$ cat src/rtl/coreabc_iram_pkg.sv
// Shared IRAM constants and the init-controller state encoding.
// These defaults are also used by the IRAM and the CoreABC top.
package coreabc_iram_pkg;

    localparam int IRAM_AWIDTH     = 9;
    localparam int IRAM_DWIDTH     = 9;
    localparam int IRAM_INIT_WORDS = 512;

    localparam logic [2:0] ST_IDLE  = 3'd0;
    localparam logic [2:0] ST_LOAD  = 3'd1;
    localparam logic [2:0] ST_CHECK = 3'd2;
    localparam logic [2:0] ST_DONE  = 3'd3;
    localparam logic [2:0] ST_ERR   = 3'd4;

endpackage

$ cat src/rtl/coreabc_iram_wr_stage.sv
// Registered IRAM write port: an accepted beat becomes a write one cycle later.
// Latency 1 clk; no backpressure (the RAM always takes the write).
module coreabc_iram_wr_stage
    import coreabc_iram_pkg::*;
#(
    parameter int AWIDTH = IRAM_AWIDTH,
    parameter int DWIDTH = IRAM_DWIDTH
) (
    input  logic              clk,
    input  logic              rst_n,
    input  logic              wr,
    input  logic [AWIDTH-1:0] addr,
    input  logic [DWIDTH-1:0] data,
    output logic              wenable,
    output logic [AWIDTH-1:0] initaddr,
    output logic [DWIDTH-1:0] initdata
);

    // Address and data hold their last value between writes; only WENABLE pulses.
    always_ff @(posedge clk or negedge rst_n) begin
        if (!rst_n) begin
            wenable  <= 1'b0;
            initaddr <= '0;
            initdata <= '0;
        end else begin
            wenable <= wr;
            if (wr) begin
                initaddr <= addr;
                initdata <= data;
            end
        end
    end

endmodule

$ cat src/rtl/coreabc_iram_init_ctrl.sv
// Loads the CoreABC instruction RAM from a valid/ready stream and holds the core in reset until done.
// Write lands 1 clk after accept; READY only in LOAD/CHECK. IRAM_INIT_CHECKSUM_EN adds a trailing sum word.
module coreabc_iram_init_ctrl
    import coreabc_iram_pkg::*;
#(
    parameter int AWIDTH     = IRAM_AWIDTH,
    parameter int DWIDTH     = IRAM_DWIDTH,
    parameter int INIT_WORDS = IRAM_INIT_WORDS
) (
    input  logic              PCLK,
    input  logic              NSYSRESET,
    input  logic              INIT_START,
    input  logic              INIT_VALID,
    input  logic [DWIDTH-1:0] INIT_DATA,
    output logic              INIT_READY,
    output logic              RAM_WENABLE,
    output logic [AWIDTH-1:0] RAM_INITADDR,
    output logic [DWIDTH-1:0] RAM_INITDATA,
    output logic              CORE_HOLD,
    output logic              INIT_BUSY,
    output logic              INIT_DONE,
    output logic              INIT_ERR
);

    localparam logic [AWIDTH-1:0] LAST_ADDR = AWIDTH'(INIT_WORDS - 1);

    logic [2:0]        state;
    logic [2:0]        state_nx;
    logic [AWIDTH-1:0] addr;
    logic              core_hold_q;
    logic              accept;
    logic              load_beat;
    logic              last_beat;
    logic              restart;

    assign INIT_READY = (state == ST_LOAD) || (state == ST_CHECK);
    assign accept     = INIT_READY && INIT_VALID;
    assign load_beat  = accept && (state == ST_LOAD);
    assign last_beat  = load_beat && (addr == LAST_ADDR);
    // START is only honoured outside an active load.
    assign restart    = INIT_START &&
                        ((state == ST_IDLE) || (state == ST_DONE) || (state == ST_ERR));

`ifdef IRAM_INIT_CHECKSUM_EN
    logic [DWIDTH-1:0] sum;

    always_ff @(posedge PCLK or negedge NSYSRESET) begin
        if (!NSYSRESET) begin
            sum <= '0;
        end else if (restart) begin
            sum <= '0;
        end else if (load_beat) begin
            sum <= sum + INIT_DATA;
        end
    end

    assign INIT_ERR = (state == ST_ERR);
`else
    assign INIT_ERR = 1'b0;
`endif

    always_comb begin
        state_nx = state;
        case (state)
            ST_IDLE: if (restart) state_nx = ST_LOAD;
            ST_LOAD: begin
                if (last_beat) begin
`ifdef IRAM_INIT_CHECKSUM_EN
                    state_nx = ST_CHECK;
`else
                    state_nx = ST_DONE;
`endif
                end
            end
`ifdef IRAM_INIT_CHECKSUM_EN
            ST_CHECK: if (accept) state_nx = (INIT_DATA == sum) ? ST_DONE : ST_ERR;
            ST_ERR:   if (restart) state_nx = ST_LOAD;
`endif
            ST_DONE: if (restart) state_nx = ST_LOAD;
            default: state_nx = ST_IDLE;
        endcase
    end

    always_ff @(posedge PCLK or negedge NSYSRESET) begin
        if (!NSYSRESET) begin
            state       <= ST_IDLE;
            addr        <= '0;
            core_hold_q <= 1'b1;
        end else begin
            state <= state_nx;
            // Release one cycle into DONE so the final RAM write has landed first.
            core_hold_q <= !((state == ST_DONE) && (state_nx == ST_DONE));
            if (restart) begin
                addr <= '0;
            end else if (load_beat && !last_beat) begin
                addr <= addr + AWIDTH'(1);
            end
        end
    end

    assign CORE_HOLD = core_hold_q;
    assign INIT_BUSY = (state == ST_LOAD) || (state == ST_CHECK);
    assign INIT_DONE = (state == ST_DONE);

    coreabc_iram_wr_stage #(
        .AWIDTH (AWIDTH),
        .DWIDTH (DWIDTH)
    ) u_wr_stage (
        .clk      (PCLK),
        .rst_n    (NSYSRESET),
        .wr       (load_beat),
        .addr     (addr),
        .data     (INIT_DATA),
        .wenable  (RAM_WENABLE),
        .initaddr (RAM_INITADDR),
        .initdata (RAM_INITDATA)
    );

endmodule

$ cat config.mk
export PLATFORM = sky130hd
export DESIGN_NAME = coreabc_iram_init_ctrl
export DESIGN_NICKNAME = d
export VERILOG_FILES = /design/src/rtl/coreabc_iram_pkg.sv /design/src/rtl/coreabc_iram_wr_stage.sv /design/src/rtl/coreabc_iram_init_ctrl.sv
export SDC_FILE = /design/constraint.sdc
export NUM_CORES = 1
export LEC_CHECK = 0
export CAP_MARGIN = 5
export CORE_MARGIN = 10
export CORE_UTILIZATION = 45
export CTS_CLUSTER_DIAMETER = 200
export DETAILED_ROUTE_END_ITERATION = 8
export PLACE_DENSITY = 0.75
export SLEW_MARGIN = 20
export SYNTH_ARGS = -nofsm -noshare
export SYNTH_HDL_FRONTEND = slang
export SYNTH_HIERARCHICAL = 1
export SYNTH_SLANG_ARGS = --single-unit
$ cat constraint.sdc
create_clock -name PCLK -period 5.01 [get_ports PCLK]
set_clock_uncertainty 0.2 [all_clocks]
set_input_delay 0.501 -clock PCLK [delete_from_list [all_inputs] [get_ports PCLK]]
set_output_delay 0.501 -clock PCLK [all_outputs]
set_load 0.05 [all_outputs]
==> flow_summary.ini, run 1 <==
[die]
fp-row-count = 20
floorplan.die.width_um = 76.4
io_pins = 37
floorplan.die_area_mm2 = 0.00583
initial_core_util_pct = 46.8
die_y_um = 76.4
core_mm2 = 0.00305

[sta]
setup_repair_after_global_routing_missed_its_margin = false
period_share_pct = 52.7
final_hold_viol_count = 0
postLayoutSetupSlackWorst_ns = 2.37
least_margin_pin_slew_ns = 0.940
report.final.slew_viol_count = 0
total_negative_setup_slack_ns = 0
worst_case_hold_slack_ns = 0.314
post-route-min-period_ns = 2.64
fmaxAchievable_mhz = 378
slew_headroom_pct = 37.3
setup_viol = 0

[global_route]
globalRouteOverflowTotal = 0
grt_first_pass_wirelength_um = 5150
antenna_found_initial = 0
via_count_of_the_first_global_routing_pass = 1008
pin_count_of_the_biggest_net_entering_global_routing = 33
grt.total_usage_pct = 10.9

[setup_path]
crit_buf_inv = 1
max_stage_delay_ns = 0.83
worst-endpoint-required_ns = 4.31
critPathLaunchType = register
critical_path.max_fanout = 6
path_delay_family = buffers and inverters
worst_setup_path_end_kind = output port
slowest_stage = sky130_fd_sc_hd__clkdlybuf4s50_1
path_class = register to output port
critical_path.cell_chain = xnor2_1, nor2_1, clkdlybuf4s50_1
crit_path_arrival_time_ns = 1.94

[detailed_routing]
drt_pre_antenna_iters = 4
via_count = 964
route.detailed.wl_per_inst_um = 15.5
post_route_antenna_net_violation_count = 0
post_drt_via_cell_ratio = 5.02
detail_route.wirelength_um = 2970
remaining_drc_errors = 0
iteration_0_drc_markers = 78

[yosys]
netlist_area_before_placement_mm2 = 0.00143
post_synthesis_cell_type_count = 27
postSynthRegisterBits = 32
syn-mean-instance-area_um2 = 13.1
postSynthCellCount = 109
ys_warn_count = 6
ys_seq_area_share_pct = 56.1

[power_and_ir_drop]
power.static_leakage_nw = 0.772
power_density_mw_per_mm2 = 318
max-vdd-ir-drop_uv = 144

[run_status]
outcome = complete, no violations

[clocking]
cts_sinks = 32
ctsLongestPathBuffers = 2
numCtsBuffers = 5
post_cts.resized_instances = 0
worstSkewPairLatency_ns = 0.34
clk_pin_slew_ns = 0.10
holdBufCountCts = 0
tritoncts = done
htree_levels = 2
clock-root-buffer = sky130_fd_sc_hd__clkbuf_4
cts.repair_timing.setup_buffer_count = 0

[layout]
final.fill_count = 259
multiInputGateArea_um2 = 569
num_antenna_cells = 0
seqCellArea_um2 = 802
final_layout_size_suffix_gt1_share_pct = 18.9
synth_to_layout_area_growth_pct = 28.9
nNetsFinal = 163

[job]
drv_cap = 0

[placed_design]
detailed_place_hpwl_um = 2150
routabilityCongestion = 0.820
preCtsSetupSlack_ns = 2.26
buffer_ports.inserted = 35

[worst_hold_path]
worstHoldPathType = register to register
==> power breakdown <==
part           switching [mW]  internal [mW]  total (mW)
Sequential             0.0121          0.278       0.290
Clock                  0.0849         0.0516       0.137
Combinational          0.0970         0.0613       0.158
==> metal layers <==
| metal | up-vias | wire length (um) | GRT usage (%) |
|---|---|---|---|
| li1 | 470 | - | - |
| met3 | 7 | 147 | 3.66 |
| met1 | 461 | 1340 | 13.5 |
| met5 | - | 0 | 0 |
| met2 | 26 | 1420 | 16.4 |
| met4 | 0 | 63 | 5.58 |
==> layout make-up <==
| type | instances | share of cell area (%) |
|---|---|---|
| flip-flops and latches | 32 | 43.5 |
| repair buffers | 36 | 19.4 |
| clock inverters | 1 | 0.272 |
| multi-input cells | 70 | 30.9 |
| well taps | 44 | 2.99 |
| clock buffers | 6 | 2.24 |
| inverters | 3 | 0.611 |
==> per-stage QoR <==
step | utilization [%] | cells | total power, mW | area (um2)
2_1_floorplan | - | 110 | 0.396 | 1430
3_3_place_gp | 58.8 | 185 | 0.453 | 1800
3_5_place_dp | 58.8 | 185 | 0.456 | 1800
4_1_cts | 60.3 | 192 | 0.592 | 1840
5_1_grt | 60.3 | 192 | 0.608 | 1840
6_report | 60.3 | 192 | 0.585 | 1840
==> cells in the mapped netlist, drive strengths merged <==
| cell | count | area share, % |
|---|---|---|
| dfstp | 1 | 1.8 |
| buf | 4 | 3.2 |
| mux2i | 1 | 0.70 |
| nand4bb | 1 | 1.9 |
| or3b | 1 | 0.61 |
| dfrtp | 31 | 54 |
| inv | 3 | 0.79 |
| nor4 | 1 | 0.44 |
| mux2 | 18 | 17 |
| ha | 2 | 1.8 |
| conb | 1 | 0.26 |
| xnor2 | 1 | 0.61 |
| clkbuf | 1 | 0.26 |
| nor2 | 4 | 1.1 |
| a21oi | 9 | 3.2 |
| nand2 | 4 | 1.1 |
| or3 | 5 | 2.2 |
| nand2b | 1 | 0.44 |
| o21ai | 7 | 2.5 |
| o31ai | 2 | 1.1 |
| or4 | 2 | 1.1 |
| nand4 | 1 | 0.44 |
| nand3 | 5 | 1.8 |
| nand4b | 3 | 1.8 |
==> flip-flops by register name (all words and copies together), names as in the netlist <==
name,count
state,3
CORE_HOLD,1
addr,9
u_wr_stage/initaddr,9
u_wr_stage/initdata,9
u_wr_stage/wenable,1
==> cell usage in the layout (no fill, tap or decap), drive strengths merged <==
| cell | n |
|---|---|
| o21ai | 7 |
| a21oi | 9 |
| nand3 | 5 |
| buf | 1 |
| dfstp | 1 |
| dfrtp | 31 |
| clkbuf | 6 |
| nand4b | 3 |
| nand4bb | 1 |
| o31ai | 2 |
| nor2 | 4 |
| nand4 | 1 |
| or4 | 2 |
| clkinv | 1 |
| mux2 | 18 |
| or3b | 1 |
| nand2b | 1 |
| mux2i | 1 |
| nor4 | 1 |
| xnor2 | 1 |
| or3 | 5 |
| ha | 2 |
| clkdlybuf4s50 | 35 |
| inv | 3 |
| nand2 | 4 |
| conb | 2 |
==> worst register-to-register path: stages, from the launching register on <==
cell                       delay (ns)
sky130_fd_sc_hd__dfrtp_1         0.43
sky130_fd_sc_hd__ha_1            0.26
sky130_fd_sc_hd__nand3_1         0.10
sky130_fd_sc_hd__nor2_1          0.05
sky130_fd_sc_hd__ha_1            0.26
sky130_fd_sc_hd__nand4b_1        0.32
sky130_fd_sc_hd__or4_1           0.46
sky130_fd_sc_hd__a21oi_1         0.15
==> cells by family (layout without fill, tap and decap cells) <==
group / after synthesis / count (layout) / synth area share, %
buf+inv: 8 / 46 / 4.29
flops: 32 / 32 / 56.1
xor+xnor: 1 / 1 / 0.613
fa+ha+maj: 2 / 2 / 1.75
other cells: 1 / 2 / 0.262
mux: 19 / 19 / 17.5
compound gates: 18 / 18 / 6.65
simple gates: 28 / 28 / 12.8
==> worst paths after layout <==
kind,from,slack [ns],cells past startpoint,endpoint
worst min-delay path,u_wr_stage/initdata[8],0.31,1,u_wr_stage/initdata[8]
max in group asynchronous,NSYSRESET,3.94,2,CORE_HOLD
worst max-delay path,state[0],2.37,3,INIT_BUSY
worst max register to register,addr[0],2.71,7,addr[5]
min in group asynchronous,NSYSRESET,0.35,2,addr[3]
worst min register to register,u_wr_stage/initdata[8],0.31,1,u_wr_stage/initdata[8]
Power figures use the tool's default switching activity.
==> run 2, diff against run 1 <==
Clock period 5.01 ns to 2.5 ns, I/O delays scaled along.
==> flow_summary.ini, run 2 (synthesis results as in run 1) <==
[layout]
final_layout_size_suffix_gt1_share_pct = 19.9
synth_to_layout_area_growth_pct = 30.8
fin_cells = 195
num_antenna_cells = 0
nNetsFinal = 165
reg_top3 = addr x9, u_wr_stage/initaddr x9, u_wr_stage/initdata x9
postLayoutCellArea_mm2 = 0.00187
layout_commonest_cell = sky130_fd_sc_hd__clkdlybuf4s50_1
final.fill_count = 258
commonest_cells_after_routing_fill_and_taps_aside = 35 x sky130_fd_sc_hd__clkdlybuf4s50_1, 31 x sky130_fd_sc_hd__dfrtp_1, 10 x sky130_fd_sc_hd__mux2_4

[setup_path]
path_class = register to output port
critPathLaunchType = register
reg2reg_slack_ns = 0.16
worst-endpoint-required_ns = 2.05
worstRegToRegCells = 7
critical_path.max_fanout = 6
r2r-end = addr[7]
crit_path_arrival_time_ns = 1.92
reg2reg_launch_point = addr[0]
worst_setup_path_end_kind = output port

[worst_hold_path]
worstHoldPathType = input port to asynchronous set/reset pin

[die]
core_mm2 = 0.00305
die_y_um = 76.4
io_pins = 37
initial_core_util_pct = 46.8
floorplan.die_area_mm2 = 0.00583
floorplan.die.width_um = 76.4
fp-row-count = 20

[sta]
total_negative_setup_slack_ns = 0
slew_headroom_pct = 65.8
setup_repair_after_global_routing_missed_its_margin = false
least_margin_pin_slew_ns = 0.512
report.final.slew_viol_count = 0
final_hold_viol_count = 0
period_share_pct = 94.9
post-route-min-period_ns = 2.37
setup_viol = 0
postLayoutSetupSlackWorst_ns = 0.129
fmaxAchievable_mhz = 422

[clocking]
post_cts.resized_instances = 0
cts.repair_timing.setup_buffer_count = 0
clk_pin_slew_ns = 0.09
tritoncts = done
cts_sinks = 32
clock-root-buffer = sky130_fd_sc_hd__clkbuf_4
numCtsBuffers = 5
ctsLongestPathBuffers = 2
worstSkewPairLatency_ns = 0.32
holdBufCountCts = 0
htree_levels = 2

[detailed_routing]
drt_pre_antenna_iters = 5
detail_route.wirelength_um = 2990
route.detailed.wl_per_inst_um = 15.3
post_route_antenna_net_violation_count = 0
post_drt_via_cell_ratio = 5.04
remaining_drc_errors = 0
iteration_0_drc_markers = 44
via_count = 982

[power_and_ir_drop]
power.static_leakage_nw = 0.787
max-vdd-ir-drop_uv = 379
power_density_mw_per_mm2 = 639

[run_status]
outcome = complete, no violations

[placed_design]
placed_cells = 187
detailed_place_hpwl_um = 2240
routabilityCongestion = 0.832
buffer_ports.inserted = 35
preCtsSetupSlack_ns = 0.213
placed_cell_area_mm2 = 0.00181

[global_route]
grt.total_usage_pct = 10.4
antenna_found_initial = 0
grt_first_pass_wirelength_um = 5020
via_count_of_the_first_global_routing_pass = 1038
pin_count_of_the_biggest_net_entering_global_routing = 33
globalRouteOverflowTotal = 0

[job]
drv_cap = 0
[run 2: cell types whose count changed in the layout (fill, tap and decap cells not counted), sizes merged]
cell / change
buf: +2
clkbuf: +2
clkinv: -1
[run 2: through the flow]
| stage | hold slack (ns) | util [%] | power, mW |
|---|---|---|---|
| 3_5_place_dp | 0.295 | 59.3 | 0.916 |
| 4_1_cts | 0.119 | 61.2 | 1.21 |
| 6_report | 0.105 | 61.2 | 1.19 |
| 3_3_place_gp | 0.289 | 59.3 | 0.908 |
| 2_1_floorplan | -0.246 | - | 0.794 |
| 5_1_grt | 0.132 | 61.2 | 1.25 |
[run 2: layout make-up]
| class | count | area (um2) | share of cell area (%) |
|---|---|---|---|
| well taps | 44 | 55.1 | 2.95 |
| multi-input cells | 70 | 569 | 30.5 |
| flip-flops and latches | 32 | 802 | 42.9 |
| repair buffers | 38 | 373 | 19.9 |
| inverters | 3 | 11.3 | 0.602 |
| clock buffers | 8 | 58.8 | 3.15 |
[run 2: metal layers]
metal / vias to the layer above / wire length, um / global-route usage, %
met4: 0 / 28 / 3.90
met2: 40 / 1510 / 17.2
met3: 2 / 246 / 4.60
met1: 468 / 1210 / 11.5
li1: 472 / - / -
met5: - / 0 / 0
[run 2: worst max-delay path by stage]
stage | startpoint | endpoint | slack, ns | cells after the start
final | state[0] | INIT_BUSY | 0.13 | 3
after global routing | addr[0] | addr[7] | 0.05 | 7
after CTS | state[0] | INIT_BUSY | 0.1 | 3
after detailed placement | addr[0] | addr[7] | 0.21 | 7
after global placement | addr[0] | addr[7] | 0.37 | 7
after floorplan | addr[0] | addr[5] | 0.45 | 7
[run 2: worst max-delay path, stage by stage, from the launching register on]
cell and delay (ns):
sky130_fd_sc_hd__dfrtp_1 0.47, sky130_fd_sc_hd__xnor2_1 0.16, sky130_fd_sc_hd__nor2_1 0.14, sky130_fd_sc_hd__clkdlybuf4s50_1 0.84
[run 2: power breakdown]
| group | switching (mW) | internal, mW | leakage, nW |
|---|---|---|---|
| Sequential | 0.0237 | 0.557 | 0.420 |
| Combinational | 0.196 | 0.124 | 0.334 |
| Clock | 0.155 | 0.139 | 0.0326 |
==> run 3, diff against run 2 <==
Settings changed: CAP_MARGIN 5 to not set, SKIP_CTS_REPAIR_TIMING set to 1.
==> results of run 3 <==
The final DEF is identical to that of run 2; final timing and power are the same.
